==> src/rtl/hps_tick_timer.sv <==
// Free-running timestamp with programmable prescaler, NUM_CMP compare channels,
// overflow pulse and a one-cycle-latency snapshot register.
module hps_tick_timer #(
  parameter int TIMER_W          = 32,
  parameter int PRESC_W          = 16,
  parameter int PRESCALE_DEFAULT = 5001,
  parameter int NUM_CMP          = 2
) (
  input  logic                       clk,
  input  logic                       reset,
  input  logic                       enable,
  input  logic                       clear,
  input  logic                       presc_load,
  input  logic [PRESC_W-1:0]         presc_value,
  input  logic [NUM_CMP*TIMER_W-1:0] cmp_value,
  input  logic [NUM_CMP-1:0]         cmp_load,
  input  logic [NUM_CMP-1:0]         cmp_periodic,
  input  logic [NUM_CMP-1:0]         cmp_ack,
  input  logic                       snap_req,
  output logic [TIMER_W-1:0]         timer,
  output logic                       tick,
  output logic                       overflow,
  output logic [TIMER_W-1:0]         snapshot,
  output logic                       snap_valid,
  output logic [NUM_CMP-1:0]         cmp_flag
);

  logic [PRESC_W-1:0] pcnt_q, pcnt_d;
  logic [PRESC_W-1:0] divisor_q, divisor_d;
  logic [TIMER_W-1:0] timer_q, timer_d, timer_inc;
  logic [TIMER_W-1:0] snapshot_q, snapshot_d;
  logic               tick_q, tick_d;
  logic               overflow_q, overflow_d;
  logic               snap_valid_q, snap_valid_d;
  logic [NUM_CMP-1:0] cmp_flag_q, cmp_flag_d;
  logic [NUM_CMP-1:0] armed_q, armed_d;
  logic [TIMER_W-1:0] target_q [NUM_CMP];
  logic [TIMER_W-1:0] target_d [NUM_CMP];

  always_comb begin
    timer_inc = timer_q + TIMER_W'(1);
    // clear and presc_load both restart the prescale period, so they suppress a tick
    tick_d = enable && !clear && !presc_load &&
             (pcnt_q == divisor_q - PRESC_W'(1));
    overflow_d = tick_d && (&timer_q);

    pcnt_d = pcnt_q;
    if (clear || presc_load || tick_d)
      pcnt_d = '0;
    else if (enable)
      pcnt_d = pcnt_q + PRESC_W'(1);

    timer_d = timer_q;
    if (clear)
      timer_d = '0;
    else if (tick_d)
      timer_d = timer_inc;

    divisor_d = divisor_q;
    if (presc_load)
      divisor_d = (presc_value == '0) ? PRESC_W'(1) : presc_value;

    snapshot_d   = snap_req ? timer_q : snapshot_q;
    snap_valid_d = snap_req;

    armed_d    = armed_q;
    target_d   = target_q;
    cmp_flag_d = cmp_flag_q;
    for (int i = 0; i < NUM_CMP; i++) begin
      // a load discards any coincident match; a match beats a coincident ack
      if (cmp_load[i]) begin
        armed_d[i]  = 1'b1;
        target_d[i] = cmp_value[i*TIMER_W +: TIMER_W];
        if (cmp_ack[i])
          cmp_flag_d[i] = 1'b0;
      end else if (tick_d && armed_q[i] && (timer_inc == target_q[i])) begin
        cmp_flag_d[i] = 1'b1;
        if (cmp_periodic[i] && (cmp_value[i*TIMER_W +: TIMER_W] != '0))
          target_d[i] = target_q[i] + cmp_value[i*TIMER_W +: TIMER_W];
        else
          armed_d[i] = 1'b0;
      end else if (cmp_ack[i]) begin
        cmp_flag_d[i] = 1'b0;
      end
    end
  end

  always_ff @(posedge clk) begin
    if (reset) begin
      pcnt_q       <= '0;
      divisor_q    <= PRESC_W'(PRESCALE_DEFAULT);
      timer_q      <= '0;
      tick_q       <= 1'b0;
      overflow_q   <= 1'b0;
      snapshot_q   <= '0;
      snap_valid_q <= 1'b0;
      cmp_flag_q   <= '0;
      armed_q      <= '0;
      for (int i = 0; i < NUM_CMP; i++)
        target_q[i] <= '0;
    end else begin
      pcnt_q       <= pcnt_d;
      divisor_q    <= divisor_d;
      timer_q      <= timer_d;
      tick_q       <= tick_d;
      overflow_q   <= overflow_d;
      snapshot_q   <= snapshot_d;
      snap_valid_q <= snap_valid_d;
      cmp_flag_q   <= cmp_flag_d;
      armed_q      <= armed_d;
      for (int i = 0; i < NUM_CMP; i++)
        target_q[i] <= target_d[i];
    end
  end

  assign timer      = timer_q;
  assign tick       = tick_q;
  assign overflow   = overflow_q;
  assign snapshot   = snapshot_q;
  assign snap_valid = snap_valid_q;
  assign cmp_flag   = cmp_flag_q;

endmodule

==> config.mk <==
export PLATFORM = sky130hd
export DESIGN_NAME = hps_tick_timer
export DESIGN_NICKNAME = d
export VERILOG_FILES = /design/src/rtl/hps_tick_timer.sv
export SDC_FILE = /design/constraint.sdc
export NUM_CORES = 1
export LEC_CHECK = 0
export ABC_AREA = 0
export CORE_MARGIN = 2
export CORE_UTILIZATION = 45
export DETAILED_ROUTE_END_ITERATION = 7
export PLACE_DENSITY = 0.67
export SKIP_LAST_GASP = 1
export SLEW_MARGIN = 10
export SYNTH_ARGS = -nofsm -noshare
export SYNTH_HDL_FRONTEND = slang
export SYNTH_SLANG_ARGS = --single-unit
==> constraint.sdc <==
create_clock -name clk -period 5.63 [get_ports clk]
set_clock_uncertainty 0.15 [all_clocks]
set_input_delay 1.4075 -clock clk [delete_from_list [all_inputs] [get_ports clk]]
set_output_delay 1.4075 -clock clk [all_outputs]
set_load 0.01 [all_outputs]
After elaboration in Yosys (flattened, before gate mapping). Cells that the tools add are included.

Flip-flop bits (word level): 167. Latch bits: 0. Memory bits (writable): 0. Bits in read-only memories: 0. Output and inout port bits: 69. Word-level logic and storage cells: 69. Memories kept: 0.

Add/subtract/negate cells: 5. $mul: 0. Div/mod/pow operators: 0. $lt $le $gt $ge: 0. Equality and inequality tests: 5. Shifts and indexed selects: 0. Mux-type cells: 19. Bitwise logic cells: 0. Reduce and logical (&&, ||, !) cells: 28.

Operators with widths (count): two-way mux 32 bit (6); adder 32 bit (2); == test 32 bit (2); nonzero test 32 bit (2); adder 32 x 1 -> 32 bit (second input constant) (1); AND reduction 32 bit (1); adder 16 x 1 -> 16 bit (second input constant) (1); == test 16 bit (1); logical NOT 16 bit (1); two-way mux 16 bit (1); subtractor 16 x 1 -> 16 bit (second input constant) (1); two-way mux 1 bit (12); logical AND 1 bit (10); AND reduction 2 bit (4); nonzero test 2 bit (4); inequality test 2 bit (second input constant) (2); OR reduction 2 bit (2); logical NOT 1 bit (2); logical OR 1 bit (2).

Depth between registers and ports, before layout. Gate-level depths: netlist of the first run.

Depth in word-level cells: 8. Gate-level depth with buffers: 16.

Least setup slack after synthesis of the first run. No wires, ideal clock.

Path kind: input to register. Start: input port presc_load. End: register target_q[14] (netlist bit). Library setup time: 0.128 ns. Data arrival time: 4.056 ns. Path slack: 1.296 ns. Stages: 13. Path buffers: 3. Cell sequence: nand2b_1 or3_1 or4_1 nor4b_1 and4_1 clkbuf_1 and4_1 nand4_1 and2_1 clkbuf_1 clkbuf_1 a222oi_1 nor2_1.

Word-level cells in the longest chain between the ends: 7.

RTL lines: start: declaration (RTL line 13) `input logic presc_load,`; logical NOT 1 bit (RTL line 43) `tick_d = enable && !clear && !presc_load &&`; logical AND 1 bit (2 in a row) (RTL line 43); logical AND 1 bit (2 in a row) (RTL line 76) `end else if (tick_d && armed_q[i] && (timer_inc == target_q[i])) begin`; nonzero test 2 bit (no line); AND reduction 2 bit (no line); end signal: indexed assignment (RTL line 112) `target_q[i] <= target_d[i];`; end: declaration (RTL line 37) `logic [TIMER_W-1:0] target_q [NUM_CMP];`.

Every way passes these cells. A chain may end at the register's enable or synchronous reset.

Final worst setup path of the first run.
Start: register timer_q[1] (netlist: timer[1]). End: register target_q[38] (netlist bit).

Word-level cells in the longest chain between the ends: 5.

RTL lines: start: declaration (RTL line 30) `logic [TIMER_W-1:0] timer_q, timer_d, timer_inc;`; start signal: assignment (RTL line 104) `timer_q <= timer_d;`; adder 32 x 1 -> 32 bit (RTL line 41) `timer_inc = timer_q + TIMER_W'(1);`; == test 32 bit (RTL line 76); logical AND 1 bit (RTL line 76); nonzero test 2 bit (no line); AND reduction 2 bit (no line).

Every way passes these cells.

==> results.yml, run 1 <==
critical_path:
  end_kind: "register"
  cp_slowest_cell: "or4_1"
  reg2reg_depth: 12
  crit_type: "reg2reg"
  arrival_ns: 5.05
  worstSetupStartpointType: "register"
  critPathBufInv: 2
  rr_endpoint: "target_q[38]$_SDFFE_PP0P_"
  crit_path_frequent_cell: "buf_4"
  reg2reg_from: "timer[1]$_SDFFE_PP0P_"
  worstPathMaxFanout: 14
  slowest_delay_ns: 0.81
  cp.required_ns: 5.81
  crit_family: "simple AND/OR/NAND/NOR gates"
  r2r_setup_slack_ns: 0.76
  path_cells: "ha_1, nand3_1, buf_4, or4_1, nor3_1, o211ai_1, nor4b_1, nand4_1, nor3_4, buf_4, nor3b_1, o31a_1"
global_route:
  grt_usage_pct: 28.6
  grt_pass1_wl_mm: 69.0
  antenna_found_initial: 0
  grt_max_degree: 60
  grt_overflow_total: 0
  grt_pass1_vias: 12465
synthesis:
  ys_seq_area_share_pct: 25.5
  async_flop_share_pct: 0
  synth_area_per_cell_um2: 7.88
  synth_edf_count: 0
  synth_area_leader_cell: "dfxtp_1"
  synthFlopType: "dfxtp_1"
  synth_seq_cells: 167
  synth.distinct_cells: 85
  netlist_area_um2: 13100
  synth_area_leaders: "dfxtp_1 (26%), xnor2_1 (6.7%), ha_1 (6.2%), nor2_1 (5.1%), mux2i_1 (4.8%)"
  syn_nets: 1822
  yosysWarnings: 0
  synth_top_cell_area_share_pct: 25.5
  synthCells: 1663
min_path:
  min_from: "armed_q[0]$_SDFFE_PP0P_"
  min_path_type: "reg2reg"
  min_to: "armed_q[0]$_SDFFE_PP0P_"
  hold_depth: 2
final_layout:
  layout.nets: 1944
  fillCellCount: 2764
  fin_cells: 2182
  design_area_um2: 15600
  multi_input_area_um2: 9170
  diodes: 0
  area_growth_pct: 19.5
  seq_area_um2: 3340
  drive_gt1_share_pct: 6.12
floorplanning:
  io_pins: 161
  die_area_um2: 30500
  die-height_um: 175
  coreArea_um2: 28700
  die_w_um: 175
  rows: 62
  initial_core_util_pct: 45.6
place:
  place_area_um2: 15100
  pre_cts_slack_ns: 0.455
  placed_cells: 2150
  gp_congestion: 0.940
  hpwlAfterDp_mm: 33.3
  portBuffers: 160
clock_tree:
  root_buffer: "clkbuf_16"
  cts_buffers: 17
  htreeDepth: 4
  post_cts_resized: 0
  clockBufferDepth: 2
  cts_tree: "done"
  postCtsSetupRepairBufs: 0
  insertion_delay_ns: 0.45
  cts_hold_buffers: 0
  cts.sinks: 167
  clk_pin_slew_ns: 0.07
power:
  p_per_area_nw_per_um2: 200
  leakagePower_uw: 0.00596
  vdd_drop_max_mv: 0.154
routing:
  wire_per_inst_um: 20.3
  drc: 0
  first_pass_iters: 5
  drtAntennaViolNets: 0
  drt_iter0_drc: 1175
  num_vias: 13286
  wirelength_mm: 44.3
  viasPerCell: 6.09
timing:
  fmax_mhz: 205
  setup_viol_count_final: 0
  finalHoldViolCount: 0
  post-route-min-period_ns: 4.87
  final_max_slew_viol_count: 0
  worst_slack_ns: 0.761
  final.period_utilization_pct: 86.5
  tns_ns: 0
  rsz0062_at_grt: "no"
  worstMarginPinSlew_ns: 1.15
  slew_headroom_pct: 23.3
run_status:
  status: "finished, final reports clean"
job:
  cap_violations: 0
-- cells in the mapped netlist (37+ instances only) --
cell      instances
a21oi_1          96
xor2_1           64
clkbuf_1         74
nand2_1         146
o21ai_0          66
mux2i_1          63
nor4_1           45
inv_1            48
ha_1             65
xnor2_1         100
nor3_1           37
dfxtp_1         167
nand3_1          44
nor2_1          177
nand4_1          40
-- cells by family after synthesis --
family          Yosys count  synth area share (%)
flops                   167                  25.5
buf+inv                 145                  4.44
compound gates          386                  19.8
xor+xnor                173                  12.5
fa+ha+maj                67                  6.52
mux                      72                  5.59
simple gates            653                  25.6
-- worst max path at each step --
stage,startpoint,to,slack (ns),depth (start not counted)
after floorplan,presc_load,target_q[14]$_SDFFE_PP0P_,1.30,13
after global placement,enable,target_q[8]$_SDFFE_PP0P_,0.54,12
after detailed placement,enable,target_q[61]$_SDFFE_PP0P_,0.46,11
after CTS,timer[1]$_SDFFE_PP0P_,target_q[38]$_SDFFE_PP0P_,0.80,12
after global routing,timer[1]$_SDFFE_PP0P_,target_q[42]$_SDFFE_PP0P_,0.43,12
final,timer[1]$_SDFFE_PP0P_,target_q[38]$_SDFFE_PP0P_,0.76,12
-- tightest hold or removal path, delay by kind of cell, from the launching register on --
kind	cells	cell delay [ns]
compound gates	2	0.13
flops	1	0.31
-- final cells by class --
type                            count  area share, %
Multi-Input combinational cell   1351           58.6
Sequential cell                   167           21.4
Clock buffer                       18           2.81
Inverter                           49           1.18
Clock inverter                     14          0.896
Tap cell                          384           3.07
Timing Repair Buffer              199           12.1
-- sequential cells by signal, indices dropped and copies added (netlist names) --
signal / count
armed_q: 2
tick: 1
pcnt_q: 16
divisor_q: 16
snap_valid: 1
cmp_flag: 2
overflow: 1
snapshot: 32
target_q: 64
timer: 32
-- power breakdown --
group	total (uW)	switching, uW	internal [uW]
clock network	1210	573	634
logic	650	349	301
registers	1270	55.5	1220
total	3130	978	2150
-- placed cells by master (no fill, tap or decap), types with 45 or more instances in the layout --
cell type,netlist,routed
a21oi_1,96,96
ha_1,65,65
mux2i_1,63,63
clkdlybuf4s50_1,0,158
nor4_1,45,45
o21ai_0,66,66
nand2_1,146,146
nor2_1,177,177
xnor2_1,100,100
dfxtp_1,167,167
xor2_1,64,64
inv_1,48,48
-- stage by stage --
stage	power, uW	hold WS, ns	util (%)
global route	3260	0.377	54.5
global placement	1930	0.323	52.5
detailed placement	1940	0.326	52.5
floorplan	1720	0.298	-
CTS	3130	0.336	54.5
finish	3130	0.337	54.5
-- metal layers --
| layer | routed length [um] | global-route usage, % |
|---|---|---|
| met1 | 19900 | 39.0 |
| met4 | 1350 | 9.90 |
| met5 | 0 | 0 |
| met2 | 20100 | 46.1 |
| met3 | 2990 | 4.48 |
Power figures use the tool's default switching activity.
==> run 2: changes to the inputs <==
--- a/config.mk
+++ b/config.mk
@@ -7,9 +7,10 @@
 export LEC_CHECK = 0
 export ABC_AREA = 0
 export CORE_MARGIN = 2
-export CORE_UTILIZATION = 45
+export CORE_UTILIZATION = 57
 export DETAILED_ROUTE_END_ITERATION = 7
-export PLACE_DENSITY = 0.67
+export HOLD_SLACK_MARGIN = 0.08
+export PLACE_DENSITY = 0.81
 export SKIP_LAST_GASP = 1
 export SLEW_MARGIN = 10
 export SYNTH_ARGS = -nofsm -noshare
==> results.yml, run 2 (synthesis results as in run 1) <==
job:
  cap_violations: 0
critical_path:
  worstPathMaxFanout: 14
  arrival_ns: 5.11
  cp.required_ns: 5.84
  reg2reg_depth: 9
  worstSetupStartpointType: "register"
  end_kind: "register"
  crit_type: "reg2reg"
run_status:
  status: "finished, final reports clean"
clock_tree:
  root_buffer: "clkbuf_16"
  insertion_delay_ns: 0.45
  postCtsSetupRepairBufs: 0
  cts.sinks: 167
  clockBufferDepth: 2
  cts_buffers: 17
  htreeDepth: 4
  post_cts_resized: 0
  cts_hold_buffers: 0
  clk_pin_slew_ns: 0.07
  cts_tree: "done"
floorplanning:
  initial_core_util_pct: 58.0
  rows: 55
  io_pins: 161
  coreArea_um2: 22600
  die-height_um: 156
  die_w_um: 156
  die_area_um2: 24200
timing:
  post-route-min-period_ns: 4.90
  tns_ns: 0
  fmax_mhz: 204
  worstMarginPinSlew_ns: 1.09
  finalHoldViolCount: 0
  slew_headroom_pct: 27.6
  final_max_slew_viol_count: 0
  rsz0062_at_grt: "no"
  setup_viol_count_final: 0
  final.period_utilization_pct: 87.0
routing:
  wire_per_inst_um: 20.4
  drc: 0
  num_vias: 13533
  drtAntennaViolNets: 0
  drt_iter0_drc: 1423
  viasPerCell: 6.53
  wirelength_mm: 42.4
  first_pass_iters: 7
place:
  gp_congestion: 0.994
  hpwlAfterDp_mm: 31.9
  portBuffers: 160
global_route:
  grt_pass1_wl_mm: 66.7
  grt_pass1_vias: 12672
  grt_overflow_total: 0
  gr-usage-met3_pct: 5.39
  antenna_found_initial: 0
  top_usage_layer: "met2"
  use_met2_pct: 56.3
  use_met1_pct: 46.3
  grt_usage_pct: 34.5
  grt_max_degree: 57
final_layout:
  layout.cells.most_common: "nor2_1"
  diodes: 0
  area_growth_pct: 18.2
  drive_gt1_share_pct: 5.54
  final_util_pct: 68.6
  largest_reg_flops: 64
  layout_common_cells: "nor2_1 (177), dfxtp_1 (167), clkdlybuf4s50_1 (158)"
  top_register: "target_q"
  layout.nets: 1934
min_path:
  min_path_type: "reg2reg"
  hold_depth: 2
power:
  vdd_drop_max_mv: 0.178
  leakagePower_uw: 0.00592
  p_per_area_nw_per_um2: 203
-- run 2: per-layer routing --
layer | vias to the layer above | part of all wire, %
met5 | - | 0
met4 | 0 | 3.4
met3 | 113 | 9.9
met2 | 719 | 46
met1 | 6392 | 41
li1 | 6309 | -
-- run 2: worst max-delay path, stage by stage (launching register included) --
cell	delay (ns)
dfxtp_1	0.70
nand4_2	0.43
or4_1	0.68
or4_4	0.60
a221oi_2	0.40
nand4_1	0.14
or4_1	0.58
or3_4	0.43
or4_4	0.56
o22ai_1	0.14
-- run 2: where the power goes --
group	switching (uW)	internal [uW]
registers	59.1	1220
clock network	579	640
logic	349	302
total	987	2160
-- run 2: per-stage QoR --
step / setup WS [ns] / std cells / total power, uW / cell area (um^2) / hold slack, ns
detailed placement: 0.432 / 2041 / 1930 / 14900 / 0.328
floorplan: 1.30 / 1663 / 1720 / 13100 / 0.298
global route: 0.433 / 2073 / 3260 / 15500 / 0.383
finish: 0.734 / 2073 / 3150 / 15500 / 0.337
global placement: 0.500 / 2041 / 1920 / 14900 / 0.307
CTS: 0.845 / 2073 / 3150 / 15500 / 0.337
-- run 2: cell type report --
type	count	area (um^2)
inverter	49	184
clock buffer	18	429
fill	1922	7100
sequential	167	3340
timing repair buffer	189	1810
clock inverter	14	179
multi-input combinational	1351	9170
tap	285	357
-- run 2: path summary, 6_finish.rpt --
path,from,end,slack [ns]
max,timer[8]$_SDFFE_PP0P_,target_q[62]$_SDFFE_PP0P_,0.73
min,armed_q[0]$_SDFFE_PP0P_,armed_q[0]$_SDFFE_PP0P_,0.34
max reg2reg,timer[8]$_SDFFE_PP0P_,target_q[62]$_SDFFE_PP0P_,0.73
min reg2reg,armed_q[0]$_SDFFE_PP0P_,armed_q[0]$_SDFFE_PP0P_,0.34
==> run 3: changes to the inputs <==
--- a/config.mk
+++ b/config.mk
@@ -6,6 +6,7 @@
 export NUM_CORES = 1
 export LEC_CHECK = 0
 export ABC_AREA = 0
+export ABC_CLOCK_PERIOD_IN_PS = 5630
 export CORE_MARGIN = 2
 export CORE_UTILIZATION = 57
 export DETAILED_ROUTE_END_ITERATION = 7
==> results of run 3 <==
Final layout, timing and power as in run 2 (identical DEF).
